--- src/rtl/cic_pkg.sv ---
// Shared width derivation and rounding-mode constants for the CIC decimator.
package cic_pkg;

    localparam int unsigned ROUND_TRUNC   = 0;
    localparam int unsigned ROUND_HALF_UP = 1;

    // Smallest b such that 2**b >= value.
    function automatic int unsigned clog2(input int unsigned value);
        int unsigned res;
        res = 0;
        for (int unsigned i = 0; i < 32; i++) begin
            if ((64'(1) << i) < 64'(value)) begin
                res = i + 1;
            end
        end
        return res;
    endfunction

    // Accumulator width that holds the worst-case growth R_MAX**ORDER.
    function automatic int unsigned acc_width(input int unsigned data_w,
                                              input int unsigned order,
                                              input int unsigned r_max);
        return data_w + order * clog2(r_max);
    endfunction

    // Right shift applied to the comb result; zero or negative means sign-extend.
    function automatic int out_shift(input int unsigned acc_w, input int unsigned out_w);
        return int'(acc_w) - int'(out_w);
    endfunction

endpackage

--- src/rtl/cic_integrator_stage.sv ---
// One CIC integrator: a modular accumulator that adds add_i on each enabled cycle.
module cic_integrator_stage
    import cic_pkg::*;
#(
    parameter int unsigned W = 15
) (
    input  logic         clk_i,
    input  logic         rst_i,
    input  logic         en_i,
    input  logic [W-1:0] add_i,
    output logic [W-1:0] acc_o
);

    logic [W-1:0] acc_q;
    logic [W-1:0] acc_d;

    // Wrap-around is intended; the combs cancel it.
    always_comb begin
        acc_d = acc_q;
        if (en_i) begin
            acc_d = acc_q + add_i;
        end
    end

    always_ff @(posedge clk_i) begin
        if (rst_i) begin
            acc_q <= '0;
        end else begin
            acc_q <= acc_d;
        end
    end

    assign acc_o = acc_q;

endmodule

--- src/rtl/cic_decimator.sv ---
// Single-clock CIC decimator: ORDER integrators, run-time decimate-by-R, ORDER combs,
// then truncating or rounding/saturating output scaling.
module cic_decimator
    import cic_pkg::*;
#(
    parameter  int unsigned DATA_WIDTH = 9,
    parameter  int unsigned OUT_WIDTH  = 9,
    parameter  int unsigned ORDER      = 3,
    parameter  int unsigned R_MAX      = 4,
    parameter  int unsigned ROUND      = 0,
    localparam int unsigned ACC_W      = acc_width(DATA_WIDTH, ORDER, R_MAX),
    localparam int unsigned RATE_W     = clog2(R_MAX + 1)
) (
    input  logic                         clk_i,
    input  logic                         rst_i,
    input  logic                         ena_i,
    input  logic signed [DATA_WIDTH-1:0] data_i,
    input  logic [RATE_W-1:0]            rate_i,
    output logic signed [OUT_WIDTH-1:0]  data_o,
    output logic                         valid_o
);

    localparam int SHIFT = out_shift(ACC_W, OUT_WIDTH);

    logic [ACC_W-1:0]     int_w [ORDER+1];
    logic [RATE_W-1:0]    rate_san_w;
    logic [RATE_W-1:0]    cnt_q, cnt_d;
    logic [RATE_W-1:0]    rate_q, rate_d;
    logic                 strobe_q, strobe_d;
    logic [ACC_W-1:0]     dly_q [ORDER];
    logic [ACC_W-1:0]     dly_d [ORDER];
    logic [ACC_W-1:0]     comb_w;
    logic [OUT_WIDTH-1:0] scaled_w;
    logic [OUT_WIDTH-1:0] data_q, data_d;
    logic                 valid_q, valid_d;

    // Integrator pipeline: stage k accumulates the registered output of stage k-1.
    assign int_w[0] = ACC_W'(data_i);

    for (genvar k = 1; k <= ORDER; k++) begin : g_int
        cic_integrator_stage #(
            .W (ACC_W)
        ) u_int (
            .clk_i (clk_i),
            .rst_i (rst_i),
            .en_i  (ena_i),
            .add_i (int_w[k-1]),
            .acc_o (int_w[k])
        );
    end

    // Unsupported ratios fall back to the maximum.
    always_comb begin
        rate_san_w = rate_i;
        if (rate_i < RATE_W'(2) || rate_i > RATE_W'(R_MAX)) begin
            rate_san_w = RATE_W'(R_MAX);
        end
    end

    // Frame counter; the ratio is re-latched only at the frame boundary.
    always_comb begin
        cnt_d    = cnt_q;
        rate_d   = rate_q;
        strobe_d = 1'b0;
        if (ena_i) begin
            if (cnt_q == rate_q - RATE_W'(1)) begin
                cnt_d    = '0;
                strobe_d = 1'b1;
                rate_d   = rate_san_w;
            end else begin
                cnt_d = cnt_q + RATE_W'(1);
            end
        end
    end

    always_comb begin : comb_chain
        logic [ACC_W-1:0] acc;
        acc = int_w[ORDER];
        for (int k = 0; k < ORDER; k++) begin
            dly_d[k] = acc;
            acc      = acc - dly_q[k];
        end
        comb_w = acc;
    end

    if (SHIFT <= 0) begin : g_ext
        assign scaled_w = OUT_WIDTH'($signed(comb_w));
    end else if (ROUND == ROUND_HALF_UP) begin : g_round
        localparam int unsigned   TOP_W = ACC_W - OUT_WIDTH + 2;
        localparam logic [ACC_W:0] HALF = (ACC_W + 1)'(1) << (SHIFT - 1);

        logic [ACC_W:0]        rnd_w;
        logic signed [ACC_W:0] sh_w;
        logic [TOP_W-1:0]      top_w;

        // One guard bit keeps the +half from overflowing before the shift.
        assign rnd_w = {comb_w[ACC_W-1], comb_w} + HALF;
        assign sh_w  = $signed(rnd_w) >>> SHIFT;
        assign top_w = sh_w[ACC_W:OUT_WIDTH-1];

        always_comb begin
            scaled_w = sh_w[OUT_WIDTH-1:0];
            if (top_w != '0 && top_w != '1) begin
                scaled_w = sh_w[ACC_W] ? {1'b1, {(OUT_WIDTH-1){1'b0}}}
                                       : {1'b0, {(OUT_WIDTH-1){1'b1}}};
            end
        end
    end else begin : g_trunc
        assign scaled_w = OUT_WIDTH'($signed(comb_w) >>> SHIFT);
    end

    always_comb begin
        data_d  = data_q;
        valid_d = strobe_q;
        if (strobe_q) begin
            data_d = scaled_w;
        end
    end

    always_ff @(posedge clk_i) begin
        if (rst_i) begin
            cnt_q    <= '0;
            rate_q   <= rate_san_w;
            strobe_q <= 1'b0;
            for (int k = 0; k < ORDER; k++) begin
                dly_q[k] <= '0;
            end
            data_q   <= '0;
            valid_q  <= 1'b0;
        end else begin
            cnt_q    <= cnt_d;
            rate_q   <= rate_d;
            strobe_q <= strobe_d;
            if (strobe_q) begin
                for (int k = 0; k < ORDER; k++) begin
                    dly_q[k] <= dly_d[k];
                end
            end
            data_q   <= data_d;
            valid_q  <= valid_d;
        end
    end

    assign data_o  = data_q;
    assign valid_o = valid_q;

endmodule

--- config.mk ---
export PLATFORM = sky130hd
export DESIGN_NAME = cic_decimator
export DESIGN_NICKNAME = d
export VERILOG_FILES = /design/src/rtl/cic_pkg.sv /design/src/rtl/cic_integrator_stage.sv /design/src/rtl/cic_decimator.sv
export SDC_FILE = /design/constraint.sdc
export NUM_CORES = 1
export LEC_CHECK = 0
export BUFFER_PORTS_ARGS = -buffer_cell sky130_fd_sc_hd__buf_2
export CAP_MARGIN = 25
export CORE_MARGIN = 4
export CORE_UTILIZATION = 55
export CTS_CLUSTER_DIAMETER = 80
export DETAILED_ROUTE_END_ITERATION = 12
export HOLD_SLACK_MARGIN = 0.08
export MAX_ROUTING_LAYER = met4
export PLACE_DENSITY = 0.72
export SLEW_MARGIN = 10
export SYNTH_ARGS = -nofsm -noshare
export SYNTH_HDL_FRONTEND = slang
export SYNTH_SLANG_ARGS = --single-unit
--- constraint.sdc ---
create_clock -name clk_i -period 8.6 [get_ports clk_i]
set_input_delay 1.72 -clock clk_i [delete_from_list [all_inputs] [get_ports clk_i]]
set_output_delay 1.72 -clock clk_i [all_outputs]
set_load 0.02 [all_outputs]
# Yosys cells after proc, flatten, opt, wreduce, memory -nomap -nowiden
# Memories as Yosys holds them, arrays and structs flattened.
# Index checks and enable logic that the tools add are counted.
# classes
n_eq_ne	1
n_addsub	8
reduce_logical	5
mux	14
bitwise	4
n_lt_le_gt_ge	2
# ops
cell	n
15-bit adder	3
15-bit 2-to-1 mux	3
15-bit subtractor	3
3-bit 2-to-1 mux	5
1-bit 2-to-1 mux	6
2-bit nonzero test	2
3-bit by 1-bit adder with 3-bit output, second input constant	1
3-bit == test	1
3-bit greater-than comparator, second input constant	1
3-bit by 2-bit less-than comparator with 1-bit output, second input constant	1
1-bit OR	3
3-bit by 1-bit subtractor with 3-bit output, second input constant	1
2-bit AND reduction	1
2-bit OR reduction	1
1-bit logical OR	1
1-bit inverter	1
# word_totals
inputBits	15
ramBits	45
wordCells	43
ff_bits	62
output_inout_bits	10
memories	1
# memory_table
memory	words	word_bits	rd	rd_clocked_by_memory_dff	wr	line_no	source
dly_q	3	15	3	0	3	cic_decimator.sv:30	logic [ACC_W-1:0] dly_q [ORDER];

# Logic depth before layout (Yosys ltp)
# depth
depth_word	6
ltp_mapped	24
ltp_nobuf	24

# Hierarchy
# Synthesis repeated with hierarchy kept, for this count alone.
# hier_totals
cells_unflattened	796
area_unflattened_um2	7488.4
# modules_own_cells
module	instances	seq_area_each_um2	area_per_inst_um2	cells_each
cic_decimator	1	1721.7	4080.2	412
cic_integrator_stage	3	300.3	1136.1	128

# Worst setup path before layout
# No wires, ideal clock.
# synth_path
path_kind	register to register
from	memory dly_q[0][1] (netlist name)
to	register data_q[8], in the netlist data_o[8]
period_less_slack_ns	4.268
arrival_ns	4.148
stages_incl_launch_ff	24
setup_ns	0.120
required_ns	8.480
n_path_buf	0
setup_slack_ns	4.332
cell_sequence	edfxtp_1 -> inv_1 -> ha_1 -> nor2b_1 -> o21ai_0 -> a21oi_1 -> o21ai_0 -> nand2_1 -> xor2_1 -> ha_1 -> and3_1 -> a21oi_1 -> nand3b_1 -> xor2_1 -> ha_1 -> nand3_1 -> nor2_1 -> o41ai_1 -> nand3_1 -> a31oi_1 -> o21bai_1 -> xor2_1 -> xnor2_1 -> o21ai_1
# synth_lines
item	line_no	source
from (decl)	cic_decimator.sv:30	
to (signal assigned)	cic_decimator.sv:139	data_q <= data_d;
to (decl)	cic_decimator.sv:34	logic [OUT_WIDTH-1:0] data_q, data_d;

==> summary.txt <==
Synthesis
  • Synth unique cells: 59
  • Syn nets: 920
  • Post-synth EDFFs: 48
  • Post-synthesis area per instance: 9.17 sq um
  • Yosys top cell by area: edfxtp_1
  • Ys Warns: 0
  • Cell area after synthesis: about 7500 sq um
  • Post-synth ARST share: 0
  • Top FF cell, synth: dfxtp_1
  • Seq cells post-synth: 107
  • Sequential-to-total area share from yosys stat: 0.351
  • Gate Count Post-Synth: ~800
  • Synth area leaders: edfxtp_1 19%, dfxtp_1 16%, ha_1 14%
  • Area share of the largest cell type after synthesis: 0.193

Timing
  • Relative slew slack: 0.381
  • Sum Neg Setup Slack: 0 ns
  • Fin crit share: 0.567
  • Pins Over Slew Limit: 0
  • Min Tclk post-route: 4.88 ns
  • Worst clock skew: 0.00670 ns
  • RSZ-0062 raised after global routing: no
  • Tightest Pin Transition: 0.927 ns
  • Peak Freq: 205 MHz
  • Setup violators final: 0
  • Final hold vios: 0

Clocking
  • CTS sink count: between 100 and 150
  • CTS tree: built
  • CTS Hold Bufs: 0
  • Clock Latency Late Sink: ~0.35 ns
  • H-tree depth: 3
  • CTS Buf Count: 9
  • Clock buffer depth: 2
  • Root Driver: clkbuf_16
  • Worst-path clk slew: 0.07 ns
  • Post-CTS setup repair buffer count: 0
  • CTS resizes: 0

Routing
  • DR vias/cell: ~5.4
  • Detail Route met3 WL: between 200 and 300 microns
  • Drt drc: 0
  • DR vias: 5506
  • Total wire length: 13300 microns
  • Top layer in use: met4
  • Pre-Repair DR Iteration Count: 4
  • Met1 wire length: 5990 microns
  • Drt wl/cell: 13.1 microns
  • 1st-iter DRT viols: approximately 220
  • DR WL met2: 6740 microns
  • Routed Antenna Nets: 0

Die
  • Initial Util: 0.562
  • # rows: 42
  • I/O Pins: 25
  • Die ar.: 15500 sq um
  • Die width: ~120 microns
  • Core area: around 13000 sq um
  • Chip Height: 125 microns

Place
  • HPWL after DPL: 9740 microns
  • IO Port Bufs: 24
  • Final GP Congestion: about 0.86
  • Placed cell areas: about 7800 sq um

Setup path
  • WP buf/inv: 0
  • Reg2reg start: g_int[3].u_int.acc_o[1]
  • Crit-path leading delay family: compound AO/OA/AOI/OAI gates
  • Critical path capture point: data_o[8]
  • Worst path cell trace: ha_1, nor2b_1, o21ai_0, a21oi_1, o21ai_0, nand2_1, xor2_1, ha_1, and3_1, a21oi_1, nand3b_1, xor2_1, ha_1, nand3_1, nor2_1, o41ai_1, nand3_1, a31oi_1, o21bai_1, xor2_1, xnor2_1, o21ai_1
  • Crit end category: register
  • Slowest Stage Delay on Critical Path: approximately 0.56 ns
  • Max FO, Critical Path: 6
  • Path type of the worst setup path: reg -> reg
  • Internal reg-to-reg setup slack: 3.72 ns
  • Crit path DAT: just over 5 ns
  • CP startpoint: g_int[3].u_int.acc_o[1]
  • CP Depth: 22
  • Reg2Reg Depth: 22
  • Critical path's slowest cell: o41ai_1
  • Worst r2r dst: data_o[8]
  • Required time of the critical path: 8.82 ns
  • Crit start category: register

GRT
  • Largest net degree at the start of global routing: 65
  • First-pass GRT wire length: 23100 microns
  • Initial antenna violation count: 0
  • GR Overflow Total: 0
  • GRT Overall Usage: 0.179
  • Vias in the first global route: 5459

Power and ir drop
  • Power per Cell Area: 221 nW/um^2
  • Peak supply drop: 108 uV
  • Pleak: roughly 3.7 nW
  • Total power draw: 0.00178 W

Worst hold path
  • Hold Crit Class: reg -> reg

Cells and area
  • Design area: 8070 sq um
  • Antenna fix cells: 0
  • Area Overhead vs Synth: 8.04%
  • Filler Cell Count: between 1000 and 1500
  • Nets: 940
  • Fraction of layout cells with a size suffix above 1: 0.0690

Run
  • Maximum Capacitance Violations: 0

Status
  • Status: finished clean
final cells by class:
| type | count | area, sq um | area share |
|---|---|---|---|
| multi-input combinational | 614 | 4490 | 0.557 |
| inverter | 76 | 285 | 0.0353 |
| tap | 176 | 220 | 0.0273 |
| sequential | 107 | 2620 | 0.325 |
| timing repair buffer | 27 | 143 | 0.0177 |
| clock inverter | 3 | 45.0 | 0.00558 |
| clock buffer | 13 | 260 | 0.0322 |
per-layer routing:
| metal | vias up | global-route usage |
|---|---|---|
| met5 | - | - |
| met4 | 0 | 0.0806 |
| met3 | 18 | 0.0240 |
| met2 | 55 | 0.319 |
| met1 | 2537 | 0.200 |
| li1 | 2896 | - |
cells by family after synthesis:
family,synth area share
flip-flops,0.351
buffers and inverters,0.0472
XOR/XNOR,0.0807
AO/OA/AOI/OAI,0.127
AND/OR/NAND/NOR,0.179
adder cells (fa/ha/maj),0.156
multiplexers,0.0593
Yosys cell counts, drive strengths merged (2+ instances only):
cell type	n
inv	76
fa	5
nand3b	5
a211oi	7
a21oi	45
o21a	9
o31ai	2
xnor2	38
nor3b	3
o311ai	3
nand4	3
and3	9
nor3	16
o41ai	2
nand2	40
nor2b	14
and2	40
nand4b	3
a21boi	3
o21ai	36
mux2	2
o21bai	3
mux2i	42
buf	5
clkbuf	13
ha	85
o211ai	2
nor2	86
nand2b	9
nand3	17
o2111ai	2
or2	5
a31oi	12
edfxtp	48
a41oi	2
a21o	15
or3	9
dfxtp	59
or4b	3
xor2	30
worst reg2reg max path: cells and delay by family (launching register included):
kind / cells / cell delay (ns)
AO/OA/AOI/OAI: 8 / 1.79
AND/OR/NAND/NOR: 7 / 0.92
XOR/XNOR: 4 / 0.65
adder cells (fa/ha/maj): 3 / 0.95
flip-flops: 1 / 0.44
layout by cell type, fill, tap and decap left out, types with 3 or more instances in the layout:
cell type	instances
or3_1	9
a211oi_1	7
xor2_1	30
inv_1	76
fa_1	5
a31oi_1	11
o21ai_1	7
nand4_1	3
nand2b_1	9
nand3b_1	5
buf_2	24
clkbuf_16	9
and2_1	40
ha_1	85
and3_1	9
nand2_1	40
a21oi_1	44
or2_2	4
xnor2_1	37
mux2i_1	42
dfxtp_1	59
nor3_1	16
a21o_1	14
nand4b_1	3
o21bai_1	3
buf_4	3
edfxtp_1	48
or4b_1	3
o21ai_0	28
nor2b_1	14
nand3_1	16
nor2_1	86
o21a_1	9
registers in the layout, summed over array words and instances, names as in the netlist:
name	count
strobe_q	1
valid_o	1
data_o	9
dly_q	45
cnt_q	3
rate_q	3
g_int.u_int.acc_o	45
worst min path at each step:
stage | startpoint | to | slack, ns | cells after the start
CTS | data_o[8] | data_o[8] | 0.45 | 2
detailed placement | data_o[8] | data_o[8] | 0.44 | 2
global placement | data_o[7] | data_o[7] | 0.44 | 2
floorplan | g_int[2].u_int.acc_o[12] | g_int[2].u_int.acc_o[12] | 0.47 | 2
global route | data_o[8] | data_o[8] | 0.47 | 2
finish | data_o[8] | data_o[8] | 0.45 | 2
where the power goes:
group,switching [W],internal (W)
combinational,0.000401,0.000341
clock,0.000186,0.000243
sequential,0.0000338,0.000575
total,0.000621,0.00116
per-stage QoR:
stage | util | hold slack [ns] | cells | worst slack [ns]
6_report | 0.607 | 0.451 | 1016 | 3.72
5_1_grt | 0.607 | 0.469 | 1016 | 3.21
4_1_cts | 0.607 | 0.451 | 1016 | 3.70
3_5_place_dp | 0.584 | 0.440 | 1000 | 3.71
3_3_place_gp | 0.584 | 0.437 | 1000 | 3.89
2_1_floorplan | - | 0.466 | 815 | 4.33
No activity file was read; power rests on OpenSTA's default activity.
